===== src/rtl/lsu_pkg.sv =====
// Shared definitions for the load/store controller: size encodings, FSM states
// and the byte-count helper.
package lsu_pkg;

  localparam int unsigned WORD_BYTES = 4;

  localparam logic [1:0] SZ_B = 2'b00;
  localparam logic [1:0] SZ_H = 2'b01;
  localparam logic [1:0] SZ_W = 2'b10;

  typedef enum logic [2:0] {
    IDLE,
    RD0,
    RD1,
    WR0,
    WR1,
    RESP
  } lsu_state_e;

  function automatic logic [2:0] size_bytes(input logic [1:0] sz);
    case (sz)
      SZ_B:    size_bytes = 3'd1;
      SZ_H:    size_bytes = 3'd2;
      SZ_W:    size_bytes = 3'd4;
      default: size_bytes = 3'd0;
    endcase
  endfunction

endpackage


===== src/rtl/lsu_align.sv =====
// Combinational lane shifter for lsu_ctrl: store merge across a two-word window
// and load byte extraction with sign/zero extension.
module lsu_align
  import lsu_pkg::*;
#(
  parameter int unsigned DATA_W = 32
) (
  input  logic [1:0]        size,
  input  logic              uns,
  input  logic [1:0]        off,
  input  logic [DATA_W-1:0] wdata,
  input  logic [DATA_W-1:0] rd0,
  input  logic [DATA_W-1:0] rd1,
  output logic [DATA_W-1:0] wword0,
  output logic [DATA_W-1:0] wword1,
  output logic [DATA_W-1:0] rdata
);

  logic [2*DATA_W-1:0] old;
  logic [2*DATA_W-1:0] shifted;
  logic [2*DATA_W-1:0] bitmask;
  logic [2*DATA_W-1:0] merged;
  logic [2*DATA_W-1:0] ext;
  logic [7:0]          lanes;
  logic [7:0]          bmask;

  always_comb begin
    // {rd1, rd0} is a little-endian 8-byte window starting at the first word
    old     = {rd1, rd0};
    lanes   = (8'd1 << size_bytes(size)) - 8'd1;
    bmask   = lanes << off;
    bitmask = '0;
    for (int unsigned i = 0; i < 8; i++) begin
      bitmask[i*8 +: 8] = {8{bmask[i]}};
    end
    shifted = {{DATA_W{1'b0}}, wdata} << {off, 3'b000};
    merged  = (old & ~bitmask) | (shifted & bitmask);
    wword0  = merged[DATA_W-1:0];
    wword1  = merged[2*DATA_W-1:DATA_W];

    ext = old >> {off, 3'b000};
    case (size)
      SZ_B:    rdata = {{(DATA_W-8){~uns & ext[7]}}, ext[7:0]};
      SZ_H:    rdata = {{(DATA_W-16){~uns & ext[15]}}, ext[15:0]};
      default: rdata = ext[DATA_W-1:0];
    endcase
  end

endmodule


===== src/rtl/lsu_ctrl.sv =====
// Load/store controller: word-wide memory access FSM with read-modify-write
// for sub-word stores. Define LSU_MISALIGN_EN to split word-crossing accesses.
module lsu_ctrl
  import lsu_pkg::*;
#(
  parameter int unsigned ADDR_W = 32,
  parameter int unsigned DATA_W = 32
) (
  input  logic              clk,
  input  logic              rst_n,
  input  logic              req_valid,
  output logic              req_ready,
  input  logic              req_we,
  input  logic [1:0]        req_size,
  input  logic              req_unsigned,
  input  logic [ADDR_W-1:0] req_addr,
  input  logic [DATA_W-1:0] req_wdata,
  output logic              resp_valid,
  output logic [DATA_W-1:0] resp_rdata,
  output logic              resp_fault,
  output logic              mem_we,
  output logic [ADDR_W-1:0] mem_adr,
  output logic [DATA_W-1:0] mem_din,
  input  logic [DATA_W-1:0] mem_rd
);

  lsu_state_e state, nxt;

  logic              we_r, uns_r, fault_r;
  logic [1:0]        size_r, off_r;
  logic [DATA_W-1:0] wdata_r, rd0_r, rd1;
  logic [ADDR_W-1:0] wa0_r, wa1_r, adr_q;
  logic [DATA_W-1:0] wword0, wword1, ld_data;

  logic              accept;
  logic [1:0]        off_c;
  logic [3:0]        end_c;
  logic              span_c, misal_c, fault_c;
  logic [ADDR_W-1:0] wa0_c;

`ifdef LSU_MISALIGN_EN
  logic              span_r;
  logic [DATA_W-1:0] rd1_r;
  assign rd1 = rd1_r;
`else
  assign rd1 = '0;
`endif

  assign accept  = req_valid && (state == IDLE);
  assign off_c   = req_addr[1:0];
  assign end_c   = {2'b00, off_c} + {1'b0, size_bytes(req_size)};
  assign span_c  = end_c > 4'd4;
  assign misal_c = ((req_size == SZ_H) && req_addr[0]) ||
                   ((req_size == SZ_W) && (off_c != 2'b00));
  assign wa0_c   = {req_addr[ADDR_W-1:2], 2'b00};

`ifdef LSU_MISALIGN_EN
  assign fault_c = (req_size == 2'b11);
`else
  assign fault_c = (req_size == 2'b11) || misal_c || span_c;
`endif

  always_ff @(posedge clk or negedge rst_n) begin
    if (!rst_n) state <= IDLE;
    else        state <= nxt;
  end

  always_comb begin
    nxt = state;
    case (state)
      IDLE: begin
        if (accept) begin
          if (fault_c)                                        nxt = RESP;
          else if (!req_we)                                   nxt = RD0;
          else if ((req_size == SZ_W) && (off_c == 2'b00))    nxt = WR0;
          else                                                nxt = RD0;
        end
      end
      RD0: begin
`ifdef LSU_MISALIGN_EN
        if (span_r)    nxt = RD1;
        else
`endif
        if (we_r)      nxt = WR0;
        else           nxt = RESP;
      end
`ifdef LSU_MISALIGN_EN
      RD1:             nxt = we_r ? WR0 : RESP;
      WR0:             nxt = span_r ? WR1 : RESP;
      WR1:             nxt = RESP;
`else
      WR0:             nxt = RESP;
`endif
      RESP:            nxt = IDLE;
      default:         nxt = IDLE;
    endcase
  end

  always_ff @(posedge clk or negedge rst_n) begin
    if (!rst_n) begin
      we_r    <= 1'b0;
      uns_r   <= 1'b0;
      fault_r <= 1'b0;
      size_r  <= '0;
      off_r   <= '0;
      wdata_r <= '0;
      wa0_r   <= '0;
      wa1_r   <= '0;
      rd0_r   <= '0;
      adr_q   <= '0;
`ifdef LSU_MISALIGN_EN
      span_r  <= 1'b0;
      rd1_r   <= '0;
`endif
    end else begin
      if (accept) begin
        we_r    <= req_we;
        uns_r   <= req_unsigned;
        fault_r <= fault_c;
        size_r  <= req_size;
        off_r   <= off_c;
        wdata_r <= req_wdata;
        wa0_r   <= wa0_c;
        wa1_r   <= wa0_c + ADDR_W'(WORD_BYTES);
`ifdef LSU_MISALIGN_EN
        span_r  <= span_c;
`endif
      end
      if (state == RD0) rd0_r <= mem_rd;
`ifdef LSU_MISALIGN_EN
      if (state == RD1) rd1_r <= mem_rd;
`endif
      // adr_q keeps the last driven address so mem_adr holds between accesses
      if (state inside {RD0, RD1, WR0, WR1}) adr_q <= mem_adr;
    end
  end

  lsu_align #(.DATA_W(DATA_W)) u_align (
    .size   (size_r),
    .uns    (uns_r),
    .off    (off_r),
    .wdata  (wdata_r),
    .rd0    (rd0_r),
    .rd1    (rd1),
    .wword0 (wword0),
    .wword1 (wword1),
    .rdata  (ld_data)
  );

  always_comb begin
    case (state)
      RD0, WR0: mem_adr = wa0_r;
      RD1, WR1: mem_adr = wa1_r;
      default:  mem_adr = adr_q;
    endcase
    case (state)
      WR0:     mem_din = wword0;
      WR1:     mem_din = wword1;
      default: mem_din = '0;
    endcase
  end

  assign mem_we     = (state == WR0) || (state == WR1);
  assign req_ready  = (state == IDLE);
  assign resp_valid = (state == RESP);
  assign resp_fault = (state == RESP) && fault_r;
  assign resp_rdata = ((state == RESP) && !we_r && !fault_r) ? ld_data : '0;

endmodule


===== config.mk =====
export PLATFORM = sky130hd
export DESIGN_NAME = lsu_ctrl
export DESIGN_NICKNAME = d
export VERILOG_FILES = /design/src/rtl/lsu_pkg.sv /design/src/rtl/lsu_align.sv /design/src/rtl/lsu_ctrl.sv
export SDC_FILE = /design/constraint.sdc
export NUM_CORES = 1
export LEC_CHECK = 0
export BUFFER_PORTS_ARGS = -buffer_cell sky130_fd_sc_hd__buf_2
export CAP_MARGIN = 5
export CELL_PAD_IN_SITES_DETAIL_PLACEMENT = 1
export CELL_PAD_IN_SITES_GLOBAL_PLACEMENT = 2
export CORE_MARGIN = 10
export CORE_UTILIZATION = 33
export DETAILED_ROUTE_END_ITERATION = 10
export GPL_ROUTABILITY_DRIVEN = 0
export GPL_TIMING_DRIVEN = 0
export PLACE_DENSITY_LB_ADDON = 0.1
export SLEW_MARGIN = 20
export SYNTH_ARGS = -nofsm -noshare
export SYNTH_HDL_FRONTEND = slang
export SYNTH_SLANG_ARGS = --single-unit

===== constraint.sdc =====
create_clock -name clk -period 2.73 [get_ports clk]
set_clock_uncertainty 0.1 [all_clocks]
set_input_delay 0.273 -clock clk [delete_from_list [all_inputs] [get_ports clk]]
set_output_delay 0.273 -clock clk [all_outputs]
set_load 0.05 [all_outputs]

# == Yosys cells after proc, flatten, opt, wreduce, memory -nomap -nowiden ==
# Index checks and enable logic that the tools add are counted.
# totals
regBits,168
elab_cells,70
input_bits,103
# classes
mux,12
n_reduce_logical,21
n_eq_ne,11
add_sub_neg,3
magnitude_cmp,1
n_bitwise,7
shift,4
# ops
op,n
$pmux 32 s2,3
$and 32x64->64,1
$and 64x64->64,1
$not 64->64,1
$or 64x64->64,1
$shl 32x5->64,1
$add 32x3->32 const B,1
$mux 32,1
$shr 32x5->32,1
$pmux 3 s3,3
$mux 3,3
$shl 1x3->8 const A,1
$shl 8x2->8,1
$sub 8x1->8 const B,1
$logic_and 1x1->1,7
$eq 2x2->1 const B,3
$eq 3x2->1 const B,2
$eq 3x3->1 const B,2
$logic_not 2->1,3
$add 2x3->4,1
$eq 2x1->1 const B,2
$gt 4x3->1 const B,1
$logic_or 1x1->1,4
$mux 2,2
9 further kinds,12

# == Depth between registers and ports, before layout ==
# logic_depth
ltp_word,9
depth_mapped,8
ltp_nobuf,6

# == Modules after synthesis ==
# A second synthesis with hierarchy kept.
# unflattened
hier_cells,1117
area_unflattened_um2,10447.5
# modules_own_cells
module,cells_per_inst,instances,area_per_inst_um2
lsu_ctrl,799,1,7866.3
lsu_align,318,1,2581.2

# == Worst setup path before layout ==
# No wires, ideal clock.
# synth_path
kind,reg2out
startpoint,reg state[1]
endpoint,out resp_rdata[24]
required_ps,2357
setup_slack_ps,-542
n_path_buf,4
arrival_time_ps,2899
path_stages_with_launch,9
cell_sequence,dfrtp_1 -> buf_2 -> and3b_1 -> clkbuf_1 -> nand2_1 -> or2_2 -> clkbuf_1 -> buf_2 -> o2bb2ai_1
# synth_between
elab_chain_len,4
# synth_lines
element,line,text
start: declaration,lsu_ctrl.sv:27,"lsu_state_e state, nxt;"
start signal: assignment,lsu_ctrl.sv:65,else state <= nxt;
$eq 3x3->1,n/a,
named net resp_valid,lsu_ctrl.sv:18,"output logic resp_valid,"
$logic_and 1x1->1 (2 in a row),lsu_ctrl.sv:167,assign resp_rdata = ((state == RESP) && !we_r && !fault_r) ? ld_data : '0;
$mux 32,lsu_ctrl.sv:167,
end: declaration,lsu_ctrl.sv:19,"output logic [DATA_W-1:0] resp_rdata,"
# The timed path passes the listed nets, and every way through them passes these cells.

# == Worst setup path in the final report ==
# layout_path
startpoint,reg size_r[1]
endpoint,out mem_din[22]
# layout_between
elab_chain_len,9
elab_cells_between_ends,12
cone_classes,add/sub (1); eq/ne (2); shift (2); mux (2); bitwise (4); reduce/logical (1)
# layout_lines
element,line,text
start: declaration,lsu_ctrl.sv:30,"logic [1:0] size_r, off_r;"
start signal: assignment,lsu_ctrl.sv:120,size_r <= req_size;
"$eq 2x2->1, or another cell as far along",lsu_pkg.sv:21,case (sz)
$pmux 3 s3 *,lsu_pkg.sv:21,
$shl 1x3->8 *,lsu_align.sv:30,lanes = (8'd1 << size_bytes(size)) - 8'd1;
$sub 8x1->8 *,lsu_align.sv:30,
$shl 8x2->8 *,lsu_align.sv:31,bmask = lanes << off;
$not 64->64,lsu_align.sv:37,merged = (old & ~bitmask) | (shifted & bitmask);
$and 32x64->64,lsu_align.sv:37,
$or 64x64->64 *,lsu_align.sv:37,
$pmux 32 s2 *,lsu_ctrl.sv:156,case (state)
end: declaration,lsu_ctrl.sv:23,"output logic [DATA_W-1:0] mem_din,"
# Mark *: on every way between the ends. The rest lies on a longest branch, timed or not.

==> impl_metrics.env <==
export IMPL_syn2layout_area_growth_pct=45.0
export IMPL_yosys_warnings=0
export IMPL_crit_path_max_fanout=6
export IMPL_die_area_um2=35700
export IMPL_drt_wl_total_mm=39.6
export IMPL_n_antenna_cell=0
export IMPL_via_count=9149
export IMPL_clock_path_buffers=2
export IMPL_track_usage_pct=21.9
export IMPL_hold_violations=0
export IMPL_cts_root_buf="clkbuf_16"
export IMPL_fmax_ghz=0.367
export IMPL_filler_cell_count=3204
export IMPL_start_kind="flop"
export IMPL_syn_mean_instance_area_um2=9.23
export IMPL_crit_buf_inv=3
export IMPL_grt_pass1_wl_mm=61.1
export IMPL_status="completed"
export IMPL_seq_area_frac_synth_pct=44.1
export IMPL_final_layout_size_suffix_gt1_share_pct=31.6
export IMPL_synth_top_area_share_pct=44.1
export IMPL_placedCellCount=1601
export IMPL_p_leak_nw=6.38
export IMPL_insertion_delay_ns=0.44
export IMPL_grt_pass1_vias=10100
export IMPL_endpoint_kind="output port"
export IMPL_path_cells="buf_4 > ha_4 > nand2b_2 > a21oi_4 > buf_12 > nor3_1 > o32ai_2 > buf_6"
export IMPL_core_um2=28000
export IMPL_clkTransAtPathRegs_ns=0.08
export IMPL_setup_violations_final=0
export IMPL_synth_largest_area_cell="dfrtp_1"
export IMPL_synth_area_top_cells="dfrtp_1 (44%), nand2_1 (8.8%), mux2i_1 (7.0%)"
export IMPL_critical_path_top_delay_family="simple AND/OR/NAND/NOR gates"
export IMPL_numCtsBuffers=17
export IMPL_synth_edf_count=0
export IMPL_fin_nets=1452
export IMPL_viasPerCell=5.29
export IMPL_place_hpwl_mm=28.6
export IMPL_hp_class="input pin to flop"
export IMPL_min_period_ns=2.72
export IMPL_row_count=61
export IMPL_maxCapViolCount=0
export IMPL_ant_nets=0
export IMPL_syn_inst=1021
export IMPL_drc=0
export IMPL_fin_cells=1730
export IMPL_slowest_stage="nor3_1"
export IMPL_cts_htree_levels=4
export IMPL_maxSlewViolCount=0
export IMPL_synth_nets=1134
export IMPL_mostFrequentLayoutCell="nand2_1"
export IMPL_critPathMaxStageDelay_ns=0.44
export IMPL_grt_setup_unrepaired="yes"
export IMPL_worstPathArrival_ns=2.35
export IMPL_overflow=0
export IMPL_dr_pass1_iters=4
export IMPL_layout_common_cells="nand2_1 (217), dfrtp_1 (163), buf_2 (162)"
export IMPL_grt_max_degree=67
export IMPL_ys_types=58
export IMPL_boundaryPins=203
export IMPL_die_x_um=189
export IMPL_ir_drop_uv=837
export IMPL_power_w=0.0185
export IMPL_worstMarginPinSlew_ns=0.779
export IMPL_syn_cell_area_um2=9420
export IMPL_criticalPathCategory="flop to output port"
export IMPL_cp_required_ns=2.36
export IMPL_io_buffer_count=200
export IMPL_fin_crit_sh_pct=99.7
export IMPL_slew_limit_headroom_pct=48.1
export IMPL_start_util_pct=33.6
export IMPL_drt_initial_drc_count=431
export IMPL_synth_seq_cells=166
export IMPL_avgRoutedWirePerCell_um=22.9
export IMPL_ys_flop_type="dfrtp_1"
export IMPL_async_flop_share_pct=100
export IMPL_clock_sinks=166
export IMPL_multi_input_area_um2=5600
export IMPL_p_per_area_nw_per_um2=1350
export IMPL_cts_tree="built"
export IMPL_die_h_um=189
export IMPL_regArea_um2=4160
export IMPL_antenna_found_initial=1
-- path summary, 6_finish.rpt --
check,start,endpoint,slack [ns],cells past startpoint
worst max-delay path,size_r[1],mem_din[22],0.009,8
worst min-delay path,req_addr[2],wa1_r[2],0.01,2
worst max register to register,state[2],wa1_r[31],0.42,5
worst min register to register,adr_q[13],adr_q[13],0.38,1
max in group asynchronous,rst_n,adr_q[12],1.26,4
min in group asynchronous,rst_n,rd0_r[28],0.23,2
-- cell usage after synthesis (2+ instances only) --
cell and count:
a211oi_1 15, a21o_1 61, a21oi_1 17, a221oi_1 8, a22o_1 30, a22oi_1 9
a31oi_1 12, and2_1 20, and4_1 4, buf_1 5, buf_2 11, buf_4 2
buf_6 3, clkbuf_1 50, dfrtp_1 166, ha_1 9, inv_1 17, mux2_2 32
mux2i_1 66, nand2_1 220, nand2b_1 8, nand3_1 12, nand4_1 8, nor2_1 54
nor2b_1 12, nor3_1 15, nor4_1 3, o211ai_1 3, o21ai_0 49, o22ai_1 17
o2bb2ai_1 9, o31ai_1 7, o32ai_1 15, or2_2 2, or3_1 4, or4_1 9
or4_4 2, xnor2_1 12, xor2_1 4
-- registers in the layout, indices dropped and copies added (netlist names), 2 cells and up --
name / flops
adr_q: 32
rd0_r: 32
wdata_r: 32
wa0_r: 30
wa1_r: 30
state: 3
off_r: 2
size_r: 2
-- cells by family after synthesis --
kind of cell             Yosys count  share of synthesized area [%]
buffers and inverters             90                           4.21
flip-flops                       166                           44.1
XOR/XNOR                          16                           1.49
multiplexers                      98                           10.8
AND/OR/NAND/NOR                  386                           18.9
adder cells (fa/ha/maj)           10                           1.41
AO/OA/AOI/OAI                    255                           19.1
-- worst reg2reg max path, stage by stage (launching register included) --
cell and delay (ns):
dfrtp_1 0.47, nor3_2 0.40, nand2_1 0.15, clkbuf_1 0.31
or4b_2 0.72, nand3_1 0.10
-- power by group --
| group | switching (W) | internal (W) | total [W] | leakage (nW) |
|---|---|---|---|---|
| Clock | 0.00123 | 0.00132 | 0.00255 | 0.291 |
| Combinational | 0.00708 | 0.00401 | 0.0111 | 4.08 |
| Sequential | 0.00118 | 0.00367 | 0.00485 | 2.02 |
| Total | 0.00950 | 0.00900 | 0.0185 | 6.38 |
-- what timing repair did --
item / in CTS / in global routing
gates resized for setup: 156 / 75
hold endpoints to repair: 127 / 0
buffers inserted: 12 / 4
hold buffers: 83 / 0
pin swaps: 15 / 12
setup endpoints to repair: 95 / 88
-- per-layer routing --
layer | wire, um | up-vias | GRT usage, %
li1 | - | 4270 | -
met1 | 16500 | 4609 | 25.5
met2 | 20700 | 230 | 39.9
met3 | 1680 | 38 | 4.30
met4 | 705 | 2 | 6.01
met5 | 13 | - | 0
-- metrics by stage --
stage	setup WS [ns]	setup TNS (ns)	hold WS [ns]	utilization [%]	area [um^2]
after floorplan	-0.219	-0.782	-0.123	-	9780
after CTS	-0.0250	-0.0614	0.000351	47.8	13400
after global placement	-1.67	-285.42	0.358	40.2	11300
after detailed placement	-0.480	-13.39	0.0955	40.4	11300
final	0.00885	0	0.0111	48.8	13700
after global routing	-0.0665	-0.266	0.0199	48.8	13700
-- final cells by class --
type / instances / area share [%]
Clock inverter: 15 / 1.34
Inverter: 17 / 0.486
Clock buffer: 17 / 3.11
Buffer: 71 / 3.73
Timing Repair Buffer: 301 / 16.4
Tap cell: 378 / 3.46
Multi-Input combinational cell: 765 / 41.0
Sequential cell: 166 / 30.4
Power figures use the tool's default switching activity.
